**src/rtl/seven_seg_scan_driver.sv**
```systemverilog
`default_nettype none
// ============================================================================
//  Module      : seven_seg_scan_driver
//  Description : Tear-free, time-multiplexed driver for a common-anode
//                seven-segment display. Hex nibbles are written into pending
//                registers and copied to display registers only at frame
//                boundaries, so a digit never changes partway through a scan.
//  Ports       : i_clk      - clock, rising edge
//                i_rst      - synchronous active-high reset
//                i_wr_en    - write strobe, one cycle per write
//                i_wr_addr  - target digit (0 = rightmost)
//                i_wr_data  - hex nibble to store
//                i_blank    - 1 = all anodes off (scanning continues)
//                o_an       - anode enables, active-low, one-hot-low
//                o_seg      - segments {g,f,e,d,c,b,a}, active-low
//                o_frame    - 1-cycle pulse after the display registers update
//  Revision    : 1.0 - initial release
// ============================================================================
module seven_seg_scan_driver #(
    parameter int NUM_DIGITS  = 4,
    parameter int REFRESH_DIV = 100000,
    parameter int LZ_BLANK    = 0
) (
    input  logic                          i_clk,
    input  logic                          i_rst,
    input  logic                          i_wr_en,
    input  logic [$clog2(NUM_DIGITS)-1:0] i_wr_addr,
    input  logic [3:0]                    i_wr_data,
    input  logic                          i_blank,
    output logic [NUM_DIGITS-1:0]         o_an,
    output logic [6:0]                    o_seg,
    output logic                          o_frame
);

    localparam int c_IW = $clog2(NUM_DIGITS);
    localparam int c_PW = $clog2(REFRESH_DIV);

    // Hex to active-low segment pattern, bit order {g,f,e,d,c,b,a}.
    function automatic logic [6:0] seg_decode(input logic [3:0] nib);
        logic [6:0] seg;
        case (nib)
            4'h0:    seg = 7'b1000000;
            4'h1:    seg = 7'b1111001;
            4'h2:    seg = 7'b0100100;
            4'h3:    seg = 7'b0110000;
            4'h4:    seg = 7'b0011001;
            4'h5:    seg = 7'b0010010;
            4'h6:    seg = 7'b0000010;
            4'h7:    seg = 7'b1111000;
            4'h8:    seg = 7'b0000000;
            4'h9:    seg = 7'b0010000;
            4'hA:    seg = 7'b0001000;
            4'hB:    seg = 7'b0000011;
            4'hC:    seg = 7'b1000110;
            4'hD:    seg = 7'b0100001;
            4'hE:    seg = 7'b0000110;
            default: seg = 7'b0001110;
        endcase
        return seg;
    endfunction

    logic [c_PW-1:0]       r_pre;
    logic [c_IW-1:0]       r_idx;
    logic [3:0]            r_pend [NUM_DIGITS];
    logic [3:0]            r_disp [NUM_DIGITS];
    logic [NUM_DIGITS-1:0] r_an;
    logic [6:0]            r_seg;
    logic                  r_frame;

    logic                  w_tick;
    logic                  w_frame_end;
    logic [c_PW-1:0]       w_pre_nxt;
    logic [c_IW-1:0]       w_idx_nxt;
    logic [3:0]            w_disp_nxt [NUM_DIGITS];
    logic [NUM_DIGITS-1:0] w_lz_blank;
    logic [3:0]            w_digit;
    logic                  w_digit_lz;
    logic [NUM_DIGITS-1:0] w_an_nxt;

    // Outputs are registered from the *next* idx/display values so that the
    // pins always reflect the state held in r_idx / r_disp after each edge.
    always_comb begin
        logic v_zero;

        w_tick      = (r_pre == c_PW'(REFRESH_DIV - 1));
        w_pre_nxt   = w_tick ? '0 : r_pre + c_PW'(1);
        w_frame_end = w_tick && (r_idx == c_IW'(NUM_DIGITS - 1));

        if (w_frame_end) begin
            w_idx_nxt = '0;
        end else if (w_tick) begin
            w_idx_nxt = r_idx + c_IW'(1);
        end else begin
            w_idx_nxt = r_idx;
        end

        // Whole frame copies pending to display in one edge.
        for (int k = 0; k < NUM_DIGITS; k++) begin
            w_disp_nxt[k] = w_frame_end ? r_pend[k] : r_disp[k];
        end

        // Walk from the most significant digit down; a digit is a leading
        // zero while it and every digit above it are zero. Digit 0 never is.
        v_zero     = 1'b1;
        w_lz_blank = '0;
        for (int k = NUM_DIGITS - 1; k >= 0; k--) begin
            v_zero        = v_zero && (w_disp_nxt[k] == 4'd0);
            w_lz_blank[k] = (LZ_BLANK != 0) && (k != 0) && v_zero;
        end

        w_digit    = 4'd0;
        w_digit_lz = 1'b0;
        for (int k = 0; k < NUM_DIGITS; k++) begin
            if (w_idx_nxt == c_IW'(k)) begin
                w_digit    = w_disp_nxt[k];
                w_digit_lz = w_lz_blank[k];
            end
        end

        w_an_nxt = '1;
        if (!i_blank && !w_digit_lz) begin
            for (int k = 0; k < NUM_DIGITS; k++) begin
                if (w_idx_nxt == c_IW'(k)) begin
                    w_an_nxt[k] = 1'b0;
                end
            end
        end
    end

    always_ff @(posedge i_clk) begin
        if (i_rst) begin
            r_pre   <= '0;
            r_idx   <= '0;
            for (int k = 0; k < NUM_DIGITS; k++) begin
                r_pend[k] <= 4'd0;
                r_disp[k] <= 4'd0;
            end
            r_an    <= '1;
            r_seg   <= 7'h7F;
            r_frame <= 1'b0;
        end else begin
            r_pre <= w_pre_nxt;
            r_idx <= w_idx_nxt;
            for (int k = 0; k < NUM_DIGITS; k++) begin
                // Addresses at or above NUM_DIGITS match no k and are dropped.
                if (i_wr_en && (i_wr_addr == c_IW'(k))) begin
                    r_pend[k] <= i_wr_data;
                end
                r_disp[k] <= w_disp_nxt[k];
            end
            r_an    <= w_an_nxt;
            r_seg   <= seg_decode(w_digit);
            r_frame <= w_frame_end;
        end
    end

    assign o_an    = r_an;
    assign o_seg   = r_seg;
    assign o_frame = r_frame;

endmodule
`default_nettype wire

```
**config.mk**
```make
export PLATFORM = sky130hd
export DESIGN_NAME = seven_seg_scan_driver
export DESIGN_NICKNAME = d
export VERILOG_FILES = /design/src/rtl/seven_seg_scan_driver.sv
export SDC_FILE = /design/constraint.sdc
export NUM_CORES = 1
export LEC_CHECK = 0
export CAP_MARGIN = 5
export CORE_MARGIN = 4
export CORE_UTILIZATION = 52
export DETAILED_ROUTE_END_ITERATION = 10
export PLACE_DENSITY_LB_ADDON = 0.12
export SETUP_SLACK_MARGIN = 0.3
export SLEW_MARGIN = 15
export SYNTH_ARGS = -nofsm -noshare
export SYNTH_HDL_FRONTEND = slang
export SYNTH_SLANG_ARGS = --single-unit
```
**constraint.sdc**
```tcl
create_clock -name i_clk -period 3.6 [get_ports i_clk]
set_clock_uncertainty 0.05 [all_clocks]
set_input_delay 0.72 -clock i_clk [delete_from_list [all_inputs] [get_ports i_clk]]
set_output_delay 0.72 -clock i_clk [all_outputs]
set_load 0.01 [all_outputs]
```
==> results_dict.tcl <==
set metrics [dict create \
    grtUsageMet3 0.0513 \
    r2r-end "o_seg[3]$_SDFF_PP1_" \
    ant_nets 0 \
    drt-pass1-iter-count 6 \
    floorplan.rows 27 \
    hold_violations 0 \
    maxCapViolations 0 \
    postSynthCellCount 313 \
    floorplan.initialDensity 0.542 \
    number_of_synthesized_flops_with_an_enable_pin 16 \
    dp_hpwl_mm 4.62 \
    hold_depth 2 \
    cts_max_level 3 \
    synthesized_nets 331 \
    fillCellCount 421 \
    finalSetupTns_ns 0 \
    num_antenna_cells 0 \
    min_path_type "flip-flop to flip-flop" \
    final_net_count 382 \
    tritoncts "done" \
    grt.met2_usage 0.316 \
    cp_data_required_time_ns 3.77 \
    vdd.ir_drop.worst_uv 251 \
    setup_slack_reg_to_reg_ns 0.14 \
    status "finished, final reports clean" \
    gr-max-usage-layer "met2" \
    layout_min_cycle_time_ns 3.46 \
    chipHeight_um 84.0 \
    coreArea_sq_um 5540 \
    worst-endpoint-arrival_ns 3.62 \
    buffer_ports.inserted 21 \
    clockBufferDepth 2 \
    initialDrtViolationCount 323 \
    setup_viol_count_final 0 \
    yosys_register_bits 63 \
    critPathMaxFanout 6 \
    place_inst 407 \
    worstSetupStartpointType "flip-flop" \
    place_worst_setup_slack_ns 0.0643 \
    die-area_sq_um 7050 \
    die_span_in_x_um 84.0 \
    postSynth.topFlopCell "dfxtp_1" \
    cts_buffers 9 \
    area_growth_syn_to_layout_pct 30.0 \
    wl_mm 7.13 \
    globalRouteTotalUtil 0.215 \
    netlist-cell-type-count 57 \
    final_max_slew_viol_count 0 \
    ys_async_sr_fraction 0 \
    route.detailed.vias_per_inst 5.81 \
    power-per-cell-area_nw_per_um2 345 \
    first_global_vias 2466 \
    r2r_start "r_pre[5]$_SDFF_PP0_" \
    cts.sink_count 63 \
    grt_setup_unrepaired "true" \
    routabilityCongestion 0.916 \
    ctsRootBufferMaster "clkbuf_8" \
    path_class "flip-flop to flip-flop" \
    post-route-period-util 0.961 \
    static_leakage_nw 1.39 \
    cp-end-kind "flip-flop" \
    grt-ovfl-total 0 \
    grt_max_degree 32 \
    syn_std_cell_area_sq_um 3000 \
    grt_pass1_wl_mm 12.0 \
    gr-usage-met1 0.295 \
    wire_per_inst_um 16.2 \
    detailed_route_via_count 2562 \
    post_synth.cell_area_avg_sq_um 9.59 \
    top_level_ports 22 \
    layoutNonFillerInstCount 441 \
    max_freq_mhz 289 \
    initial_antenna_violation_count 0 \
    design_power_total_mw 1.35 \
    reg2regPathDepth 12 \
    worstHoldEndpoint "r_disp[1][1]$_SDFF_PP0_" \
    seq_area_frac_synth 0.474 \
    slew_headroom 0.612 \
    tightest_slew_ns 0.566 \
    cts_hold_repair.buffers 0 \
    clk-insertion-delay-late_ns 0.34 \
    timing.final.ws_setup_ns 0.142 \
    clkSlewWorstSetupHoldPaths_ns 0.07 \
    route.detailed.drc 0 \
    drive_gt1_frac 0.263 \
    yosys_warns 0 \
    holdWs_ns 0.424 \
    hold_path.startpoint "r_disp[1][1]$_SDFF_PP0_" \
]
critical path: stages, from the launching register on:
cell       delay (ns)
dfxtp_2          0.33
or4b_4           0.58
or4_4            0.59
buf_6            0.15
mux2i_4          0.23
a21oi_2          0.06
a2111o_1         0.41
buf_4            0.17
ha_4             0.16
inv_4            0.06
a221oi_4         0.04
a2111oi_4        0.38
a211oi_2         0.11
synthesized netlist by cell type (5+ instances only):
| master | number | area (sq um) |
|---|---|---|
| edfxtp_1 | 16 | 480 |
| mux2i_1 | 6 | 60.1 |
| a22oi_1 | 5 | 37.5 |
| nand4_1 | 9 | 56.3 |
| nor3_1 | 8 | 40.0 |
| o21ai_1 | 7 | 35.0 |
| nor2_1 | 31 | 116 |
| clkbuf_1 | 7 | 26.3 |
| ha_1 | 8 | 100 |
| and2_1 | 18 | 113 |
| or3_1 | 5 | 31.3 |
| o21ai_0 | 7 | 35.0 |
| a21oi_1 | 16 | 80.1 |
| inv_1 | 12 | 45.0 |
| xor2_1 | 9 | 78.8 |
| nand3_1 | 18 | 90.1 |
| dfxtp_1 | 47 | 941 |
| nand2_1 | 21 | 78.8 |
layout make-up:
class	instances	area (sq um)	share of cell area
clock buffers	12	145	0.0372
clock inverters	4	22.5	0.00577
inverters	12	47.5	0.0122
multi-input cells	226	1720	0.440
flip-flops and latches	63	1430	0.365
well taps	72	90.1	0.0231
repair buffers	52	454	0.116
routing by layer:
metal | wire [um] | vias to the layer above
met1 | 3360 | 1183
met3 | 450 | 22
li1 | - | 1252
met5 | 0 | -
met4 | 183 | 0
met2 | 3140 | 105
registers in the layout, indices dropped and copies added, names as in the netlist:
register / cells
o_an: 4
o_frame: 1
o_seg: 7
r_disp: 16
r_idx: 2
r_pend: 16
r_pre: 17
cell families after synthesis:
group | count (synthesis) | share of synthesized area
buffers and inverters | 25 | 0.0388
adder cells (fa/ha/maj) | 8 | 0.0333
AND/OR/NAND/NOR | 134 | 0.242
multiplexers | 10 | 0.0400
flip-flops | 63 | 0.474
AO/OA/AOI/OAI | 60 | 0.135
XOR/XNOR | 13 | 0.0379
repair_timing:
| item | in CTS | in global routing |
|---|---|---|
| setup endpoints to repair | 5 | 7 |
| cloned | 1 | 0 |
| gates resized for setup | 37 | 15 |
| pin swaps | 13 | 15 |
| setup buffers | 14 | 3 |
metrics by stage:
stage,cell area (sq um),util
final,3900,0.704
after global routing,3900,0.704
after CTS,3780,0.683
after detailed placement,3350,0.605
after global placement,3350,0.605
after floorplan,3020,-
layout by cell type, fill, tap and decap left out, drive strengths merged, types with 3 or more instances in the layout:
cell	netlist	routed
mux2i	7	7
ha	8	8
dfxtp	47	47
nand3	18	18
a22oi	5	5
nand4	9	9
clkdlybuf4s50	0	21
or3	5	5
a21oi	17	17
nor3	8	8
and2	19	19
or4	4	5
o21ai	14	14
edfxtp	16	16
clkbuf	7	12
xnor2	4	4
buf	6	31
xor2	9	9
a31o	3	3
inv	12	12
nor4	6	6
a211oi	3	3
and3	4	4
nor2	31	31
nand2	21	21
clkinv	0	3
mux2	3	3
report_power, final:
part | leakage, nW | internal, mW | total, mW | switching (mW)
clock | 0.0861 | 0.265 | 0.528 | 0.263
sequential | 0.540 | 0.747 | 0.755 | 0.00800
combinational | 0.761 | 0.0312 | 0.0645 | 0.0333
total | 1.39 | 1.04 | 1.35 | 0.304
worst max-delay path by stage:
stage	start	to	slack, ns	depth (start not counted)
2_1_floorplan	r_pre[8]$_SDFF_PP0_	o_seg[0]$_SDFF_PP1_	0.28	9
3_3_place_gp	r_pre[8]$_SDFF_PP0_	o_seg[3]$_SDFF_PP1_	0.12	10
3_5_place_dp	r_pre[8]$_SDFF_PP0_	o_seg[3]$_SDFF_PP1_	0.06	10
4_1_cts	r_pre[0]$_SDFF_PP0_	o_seg[3]$_SDFF_PP1_	0.25	14
5_1_grt	r_pre[5]$_SDFF_PP0_	o_seg[4]$_SDFF_PP1_	0.06	10
6_report	r_pre[5]$_SDFF_PP0_	o_seg[3]$_SDFF_PP1_	0.14	12
No activity file was read; power rests on OpenSTA's default activity.
